$ cat src/rtl/gpio_irq.sv
// rtl/gpio_irq.sv - GPIO peripheral with input synchronisers, atomic output updates and edge interrupts
// Sits on the picorv32 native bus. Each access takes one wait state, then mem_ready pulses for one cycle.
module gpio_irq #(
  parameter int          NR_GPIOS    = 8,
  parameter int          SYNC_STAGES = 2,
  parameter logic [31:0] RESET_OUT   = 32'h0,
  parameter logic [31:0] RESET_OE    = 32'h0
) (
  input  logic                clk,
  input  logic                reset_,
  input  logic                mem_sel,
  input  logic                mem_valid,
  output logic                mem_ready,
  input  logic                mem_wr,
  input  logic [11:0]         mem_addr,
  input  logic [31:0]         mem_wdata,
  output logic [31:0]         mem_rdata,
  output logic [NR_GPIOS-1:0] gpio_oe,
  output logic [NR_GPIOS-1:0] gpio_do,
  input  logic [NR_GPIOS-1:0] gpio_di,
  output logic                irq
);

  localparam logic [9:0] A_DATA_OUT   = 10'h000;
  localparam logic [9:0] A_OE         = 10'h001;
  localparam logic [9:0] A_DATA_IN    = 10'h002;
  localparam logic [9:0] A_OUT_SET    = 10'h003;
  localparam logic [9:0] A_OUT_CLR    = 10'h004;
  localparam logic [9:0] A_OUT_TGL    = 10'h005;
  localparam logic [9:0] A_RISE_EN    = 10'h006;
  localparam logic [9:0] A_FALL_EN    = 10'h007;
  localparam logic [9:0] A_IRQ_STATUS = 10'h008;
  localparam logic [9:0] A_INFO       = 10'h009;

  localparam logic [31:0] INFO_WORD = {16'h0002, 4'h0, SYNC_STAGES[3:0], NR_GPIOS[7:0]};

  logic [NR_GPIOS-1:0] data_out, oe, rise_en, fall_en, irq_status;
  logic [NR_GPIOS-1:0] sync_q [SYNC_STAGES];
  logic [NR_GPIOS-1:0] di_sync, di_prev, rise, fall, clr, wd;
  logic [9:0]          reg_idx;
  logic                accept, wr_en;
  logic [31:0]         rd_mux;
  logic                unused_bits;

  assign unused_bits = ^{mem_addr[1:0], mem_wdata};

  // No back-to-back acceptance: the ready cycle itself can never accept.
  assign accept  = mem_valid & mem_sel & ~mem_ready;
  assign wr_en   = accept & mem_wr;
  assign reg_idx = mem_addr[11:2];
  assign wd      = mem_wdata[NR_GPIOS-1:0];

  assign gpio_do = data_out;
  assign gpio_oe = oe;

  always_ff @(posedge clk or negedge reset_) begin
    if (!reset_) begin
      for (int i = 0; i < SYNC_STAGES; i++) sync_q[i] <= '0;
      di_prev <= '0;
    end else begin
      sync_q[0] <= gpio_di;
      for (int i = 1; i < SYNC_STAGES; i++) sync_q[i] <= sync_q[i-1];
      di_prev <= di_sync;
    end
  end

  assign di_sync = sync_q[SYNC_STAGES-1];
  assign rise    = di_sync & ~di_prev;
  assign fall    = ~di_sync & di_prev;
  assign clr     = (wr_en && reg_idx == A_IRQ_STATUS) ? wd : '0;

  always_ff @(posedge clk or negedge reset_) begin
    if (!reset_) begin
      data_out <= RESET_OUT[NR_GPIOS-1:0];
      oe       <= RESET_OE[NR_GPIOS-1:0];
      rise_en  <= '0;
      fall_en  <= '0;
    end else if (wr_en) begin
      case (reg_idx)
        A_DATA_OUT: data_out <= wd;
        A_OE:       oe       <= wd;
        A_OUT_SET:  data_out <= data_out | wd;
        A_OUT_CLR:  data_out <= data_out & ~wd;
        A_OUT_TGL:  data_out <= data_out ^ wd;
        A_RISE_EN:  rise_en  <= wd;
        A_FALL_EN:  fall_en  <= wd;
        default:    ;
      endcase
    end
  end

  // Newly detected edges are ORed in after the clear, so set wins.
  always_ff @(posedge clk or negedge reset_) begin
    if (!reset_) irq_status <= '0;
    else         irq_status <= (irq_status & ~clr) | (rise & rise_en) | (fall & fall_en);
  end

  assign irq = |irq_status;

  always_comb begin
    rd_mux = '0;
    case (reg_idx)
      A_DATA_OUT:   rd_mux = 32'(data_out);
      A_OE:         rd_mux = 32'(oe);
      A_DATA_IN:    rd_mux = 32'(di_sync);
      A_RISE_EN:    rd_mux = 32'(rise_en);
      A_FALL_EN:    rd_mux = 32'(fall_en);
      A_IRQ_STATUS: rd_mux = 32'(irq_status);
      A_INFO:       rd_mux = INFO_WORD;
      default:      rd_mux = '0;
    endcase
  end

  always_ff @(posedge clk or negedge reset_) begin
    if (!reset_) begin
      mem_ready <= 1'b0;
      mem_rdata <= '0;
    end else begin
      mem_ready <= accept;
      mem_rdata <= accept ? rd_mux : 32'h0;
    end
  end

endmodule

$ cat config.mk
export PLATFORM = sky130hd
export DESIGN_NAME = gpio_irq
export DESIGN_NICKNAME = d
export VERILOG_FILES = /design/src/rtl/gpio_irq.sv
export SDC_FILE = /design/constraint.sdc
export NUM_CORES = 1
export LEC_CHECK = 0
export ABC_AREA = 1
export BUFFER_PORTS_ARGS = -buffer_cell sky130_fd_sc_hd__buf_2
export CAP_MARGIN = 20
export CORE_AREA = 2 2 90 92
export CTS_BUF_LIST = sky130_fd_sc_hd__clkbuf_4
export DETAILED_ROUTE_END_ITERATION = 10
export DIE_AREA = 0 0 92 94
export PLACE_DENSITY_LB_ADDON = 0.08
export SYNTH_ARGS = -nofsm -noshare
export SYNTH_HDL_FRONTEND = slang
export SYNTH_SLANG_ARGS = --single-unit
$ cat constraint.sdc
create_clock -name clk -period 4.5 [get_ports clk]
set_clock_uncertainty 0.1 [all_clocks]
set_input_delay 0.675 -clock clk [delete_from_list [all_inputs] [get_ports clk]]
set_output_delay 0.675 -clock clk [all_outputs]
set_load 0.05 [all_outputs]
# After elaboration in Yosys (flattened, before gate mapping)
# Index checks and enable logic that the tools add are counted.
[classes]
add_sub_neg = 0
multipliers = 0
div = 0
order_cmp = 0
n_eq_ne = 9
shift = 0
muxes = 4
bitwise = 18
n_reduce_logical = 8
[op_table]
columns = ["op", "n"]
rows = [
  ["18-bit one-hot mux with 7 select lines", 1],
  ["8-bit bitwise AND", 6],
  ["10-bit by 3-bit == test with 1-bit output (second input constant)", 4],
  ["32-bit 2-to-1 mux", 1],
  ["8-bit NOT", 4],
  ["8-bit one-hot mux with 4 select lines", 1],
  ["8-bit OR", 3],
  ["10-bit by 2-bit == test with 1-bit output (second input constant)", 2],
  ["10-bit by 4-bit == test with 1-bit output (second input constant)", 2],
  ["10-bit by 1-bit == test with 1-bit output (second input constant)", 1],
  ["10-bit zero test", 1],
  ["8-bit 2-to-1 mux", 1],
  ["2-bit AND reduction", 4],
  ["8-bit OR reduction", 1],
  ["8-bit XOR", 1],
  ["4-bit nonzero test", 1],
  ["1-bit bitwise AND", 3],
  ["1-bit logical AND", 1],
  ["1-bit NOT", 1],
]
[word_totals]
register_bits = 97
latchBits = 0
ramBits = 0
rom_bits = 0
input_bits = 57
out_inout_bits = 50
word_cells = 49
memories = 0

# Logic depth before layout (Yosys ltp)
[logic_depth]
ltp_word = 9
ltp_mapped = 11
ltp_nobuf = 10

# Worst setup path before layout
# Ideal clock, no wire load.
[synth_timing]
path_kind = "input to register"
from = "input port mem_addr[3]"
to = "register oe[1], in the netlist gpio_oe[1]"
setup_ns = 0.121
t_arrival_ns = 1.655
required_time_ns = 4.279
setup_slack_ns = 2.624
path_stages = 8
n_path_buf = 2
cell_sequence = "buf_2 -> nor2_2 -> nand2_2 -> nor3_4 -> nand2_2 -> buf_6 -> nand2_1 -> o21ai_2"
[synth_between]
elab_chain_len = 2
[synth_lines]
columns = ["element", "line", "rtl"]
rows = [
  ["start, declared", "15", "input logic [11:0] mem_addr,"],
  ["10-bit by 1-bit == test with 1-bit output", "79", "case (reg_idx)"],
  ["2-bit AND reduction (no source line)", "--", ""],
  ["end signal, assigned", "75", "oe <= RESET_OE[NR_GPIOS-1:0];"],
  ["end signal, assigned", "81", "A_OE: oe <= wd;"],
  ["end, declared", "37", "logic [NR_GPIOS-1:0] data_out, oe, rise_en, fall_en, irq_status;"],
]
# Every way passes these cells.
# A chain may end at the register's enable or synchronous reset.

# Worst setup path in the final report
[layout_timing]
from = "input port mem_addr[11]"
to = "register fall_en[5]"
[layout_between]
elab_chain_len = 2
[layout_lines]
columns = ["element", "line", "rtl"]
rows = [
  ["10-bit by 3-bit == test with 1-bit output", "79", ""],
  ["2-bit AND reduction (no source line)", "--", ""],
  ["end signal, assigned", "86", "A_FALL_EN: fall_en <= wd;"],
  ["end, declared", "37", ""],
]
# Every way passes these cells.

==> impl_metrics.toml <==
[timing]
slew_viol_final = 0
fin_setup_tns_ns = 0
setup_viol = 0
hold_slack_ns = 0.2325
slew_headroom_pct = 39.26
hold_violations = 0
fin_crit_ns = 2.498
fin_ws_ns = 2.002
rsz0062_at_grt = "no"
tightest_slew_ns = 0.9112
final.period_utilization_pct = 55.52
fmax_mhz = 400.3

[final_layout]
layout-area-overhead-vs-synth_pct = 10.12
final_common_cell = "nand2_1"
n_antenna_cell = 0
final_cell_mix = "131 x nand2_1, 74 x dfrtp_1, 63 x nand3_1"
final_cell_area_um2 = 4481
drive_gt1_share_pct = 19.51
fillers = 726
nNetsFinal = 638

[worst_setup_path]
cp_data_arrival_time_ns = 2.70
path_class = "input pin to register"
cp.required_ns = 4.70
cp-start-kind = "input pin"
cp_max_fo = 26
critPathMaxStageDelay_ns = 0.62
crit_path_top_delay_cell = "nor2_2"
critPathTopFamily = "simple AND/OR/NAND/NOR gates"
timing.critical_path.buf_inv = 2
path_cells = "buf_2, nor2_4, inv_1, nor2_2, nand3_2, nand2_1, o21ai_1"
end_kind = "register"

[floorplanning]
boundaryPins = 107
dieArea_um2 = 8648
start_util_pct = 53.49
core_area_um2 = 7607
die_h_um = 94
die_width_um = 92
num_rows = 32

[cts]
cts_resized = 0
clock_path_buffers = 2
numCtsBuffers = 9
postCtsSetupBuffers = 0
clkSinkCount = 74
cts_max_level = 3
hold_buffers = 0
clkSlewWorstSetupHoldPaths_ns = 0.13
clockRootBuffer = "clkbuf_4"
insertion_delay_ns = 0.43
cts_tree = "done"

[place]
placed_cell_area_um2 = 4323
hpwlAfterDp_mm = 6.814
place_congestion = 0.8718
io_buffers = 58
post-place-ws_ns = 1.574

[pwr]
p_clk_share_pct = 36.2
p_leak_nw = 2.348
switching_share_pct = 27.67
power_frac_seq_pct = 53.7
ir_worst_vdd_uv = 186.3
power_frac_comb_pct = 10.1
power.internal_mw = 0.9255
powerDensity_nw_per_um2 = 285.6
netSwitchingPower_mw = 0.3540

[synthesis]
synth-compound-area-share_pct = 6.581
synth_top_family_by_area = "simple AND/OR/NAND/NOR gates"
synth-seq-area-share_pct = 45.51
synth_area_um2 = 4069
yosysTopAreaCell = "dfrtp_1"
ys_warn_count = 0
synth-xor-area-share_pct = 0
synthTopCellsByArea = "dfrtp_1 46%, nand2_1 12%, nand3_1 7.7%"
syn_area_per_cell_um2 = 7.994
synthSimpleGateAreaFrac_pct = 31.52
synthMuxAreaShare_pct = 0
yosysTopAreaCellShare_pct = 45.51
synth_cells = 509
synth_seq_cells = 74
synth_fa_ha_area_share_pct = 4.920
ys_types = 27

[global_routing]
antenna_found_initial = 0
grt_pass1_wl_mm = 15.32
grt_overflow = 0
grt_max_degree = 75
grt_usage_pct = 23.19
grt_pass1_vias = 3049

[hold_path]
hold_path_class = "input pin to register"

[drt]
met2_length_mm = 4.441
drt-total-wl_mm = 9.386
met1_length_mm = 4.222
vias_per_cell = 5.039
drc_errors = 0
first_pass_iters = 4
drt-initial-drc-count = 181
vias = 3381
top_layer = "met4"
met3_length_um = 542
wl_per_cell_um = 13.99
antenna_left = 0

[run]
cap_violations = 0

[status]
status = "complete, no violations"
-- cell type report --
| type | instances | area (um2) | area share, % |
|---|---|---|---|
| Sequential cell | 74 | 1852 | 41.33 |
| Tap cell | 102 | 127.6 | 2.848 |
| Multi-Input combinational cell | 364 | 1833 | 40.91 |
| Timing Repair Buffer | 58 | 292.8 | 6.534 |
| Clock buffer | 9 | 67.56 | 1.508 |
| Clock inverter | 6 | 90.09 | 2.011 |
| Inverter | 58 | 217.7 | 4.859 |
-- sequential cells by signal, summed over array words and instances, names as in the netlist --
signal / count
di_prev: 8
di_sync: 8
fall_en: 8
gpio_do: 8
gpio_oe: 8
irq_status: 8
mem_rdata: 9
mem_ready: 1
rise_en: 8
sync_q: 8
-- layer usage --
metal | GRT usage [%] | vias to the layer above
met5 | 0 | -
met1 | 31.05 | 1567
li1 | - | 1691
met3 | 4.334 | 15
met2 | 38.05 | 108
met4 | 8.209 | 0
-- synth_stat cells --
| cell type | count |
|---|---|
| conb_1 | 1 |
| nand3_1 | 63 |
| inv_1 | 56 |
| buf_4 | 25 |
| nand4_1 | 4 |
| o21ai_1 | 8 |
| ha_1 | 16 |
| o21ai_0 | 17 |
| nand2_1 | 131 |
| o21ai_2 | 9 |
| inv_2 | 2 |
| buf_6 | 2 |
| nor2_4 | 6 |
| nor2_1 | 52 |
| nor3_1 | 2 |
| nor2_2 | 11 |
| nor4_1 | 2 |
| dfrtp_1 | 74 |
| nand2_2 | 5 |
| a21oi_1 | 1 |
| nand3_2 | 3 |
| o2111ai_1 | 1 |
| a31oi_1 | 8 |
| nor3b_1 | 1 |
| nand2_4 | 1 |
| buf_2 | 7 |
| nor3_4 | 1 |
-- stage by stage --
stage | power [mW] | utilization (%) | std cells
floorplan | 0.8012 | - | 530
global placement | 0.8278 | 56.83 | 656
detailed placement | 0.8303 | 56.83 | 656
CTS | 1.295 | 58.90 | 671
global route | 1.340 | 58.90 | 671
finish | 1.279 | 58.90 | 671
-- kinds of logic after synthesis --
kind of cell / after synthesis
and+or+nand+nor: 282
buffers and inverters: 92
DFF: 74
AOI/OAI and AO/OA: 44
adders and majority gates: 16
other: 1
-- power groups by stage --
stage                     Sequential [mW]  Combinational [mW]  Clock, mW
after global placement              0.700               0.128          0
final                               0.688               0.129      0.463
after floorplan                     0.705              0.0966          0
after CTS                           0.688               0.130      0.477
after global routing                0.690               0.142      0.508
after detailed placement            0.701               0.130          0
-- worst reg2reg max path, delay by kind of cell (launching register included) --
family | cells | cell delay, ns
DFF | 1 | 0.40
buffers and inverters | 1 | 0.23
and+or+nand+nor | 4 | 0.84
AOI/OAI and AO/OA | 1 | 0.08
-- worst paths after layout --
check | from | end | slack [ns] | cells after the start
max | mem_addr[11] | fall_en[5] | 2.00 | 7
min | gpio_di[4] | sync_q[12] | 0.23 | 1
max reg2reg | mem_ready | fall_en[5] | 2.73 | 6
min reg2reg | sync_q[15] | di_sync[7] | 0.26 | 0
max in group asynchronous | reset_ | fall_en[1] | 3.44 | 1
min in group asynchronous | reset_ | sync_q[13] | 0.24 | 1
No activity file was read; power rests on OpenSTA's default activity.
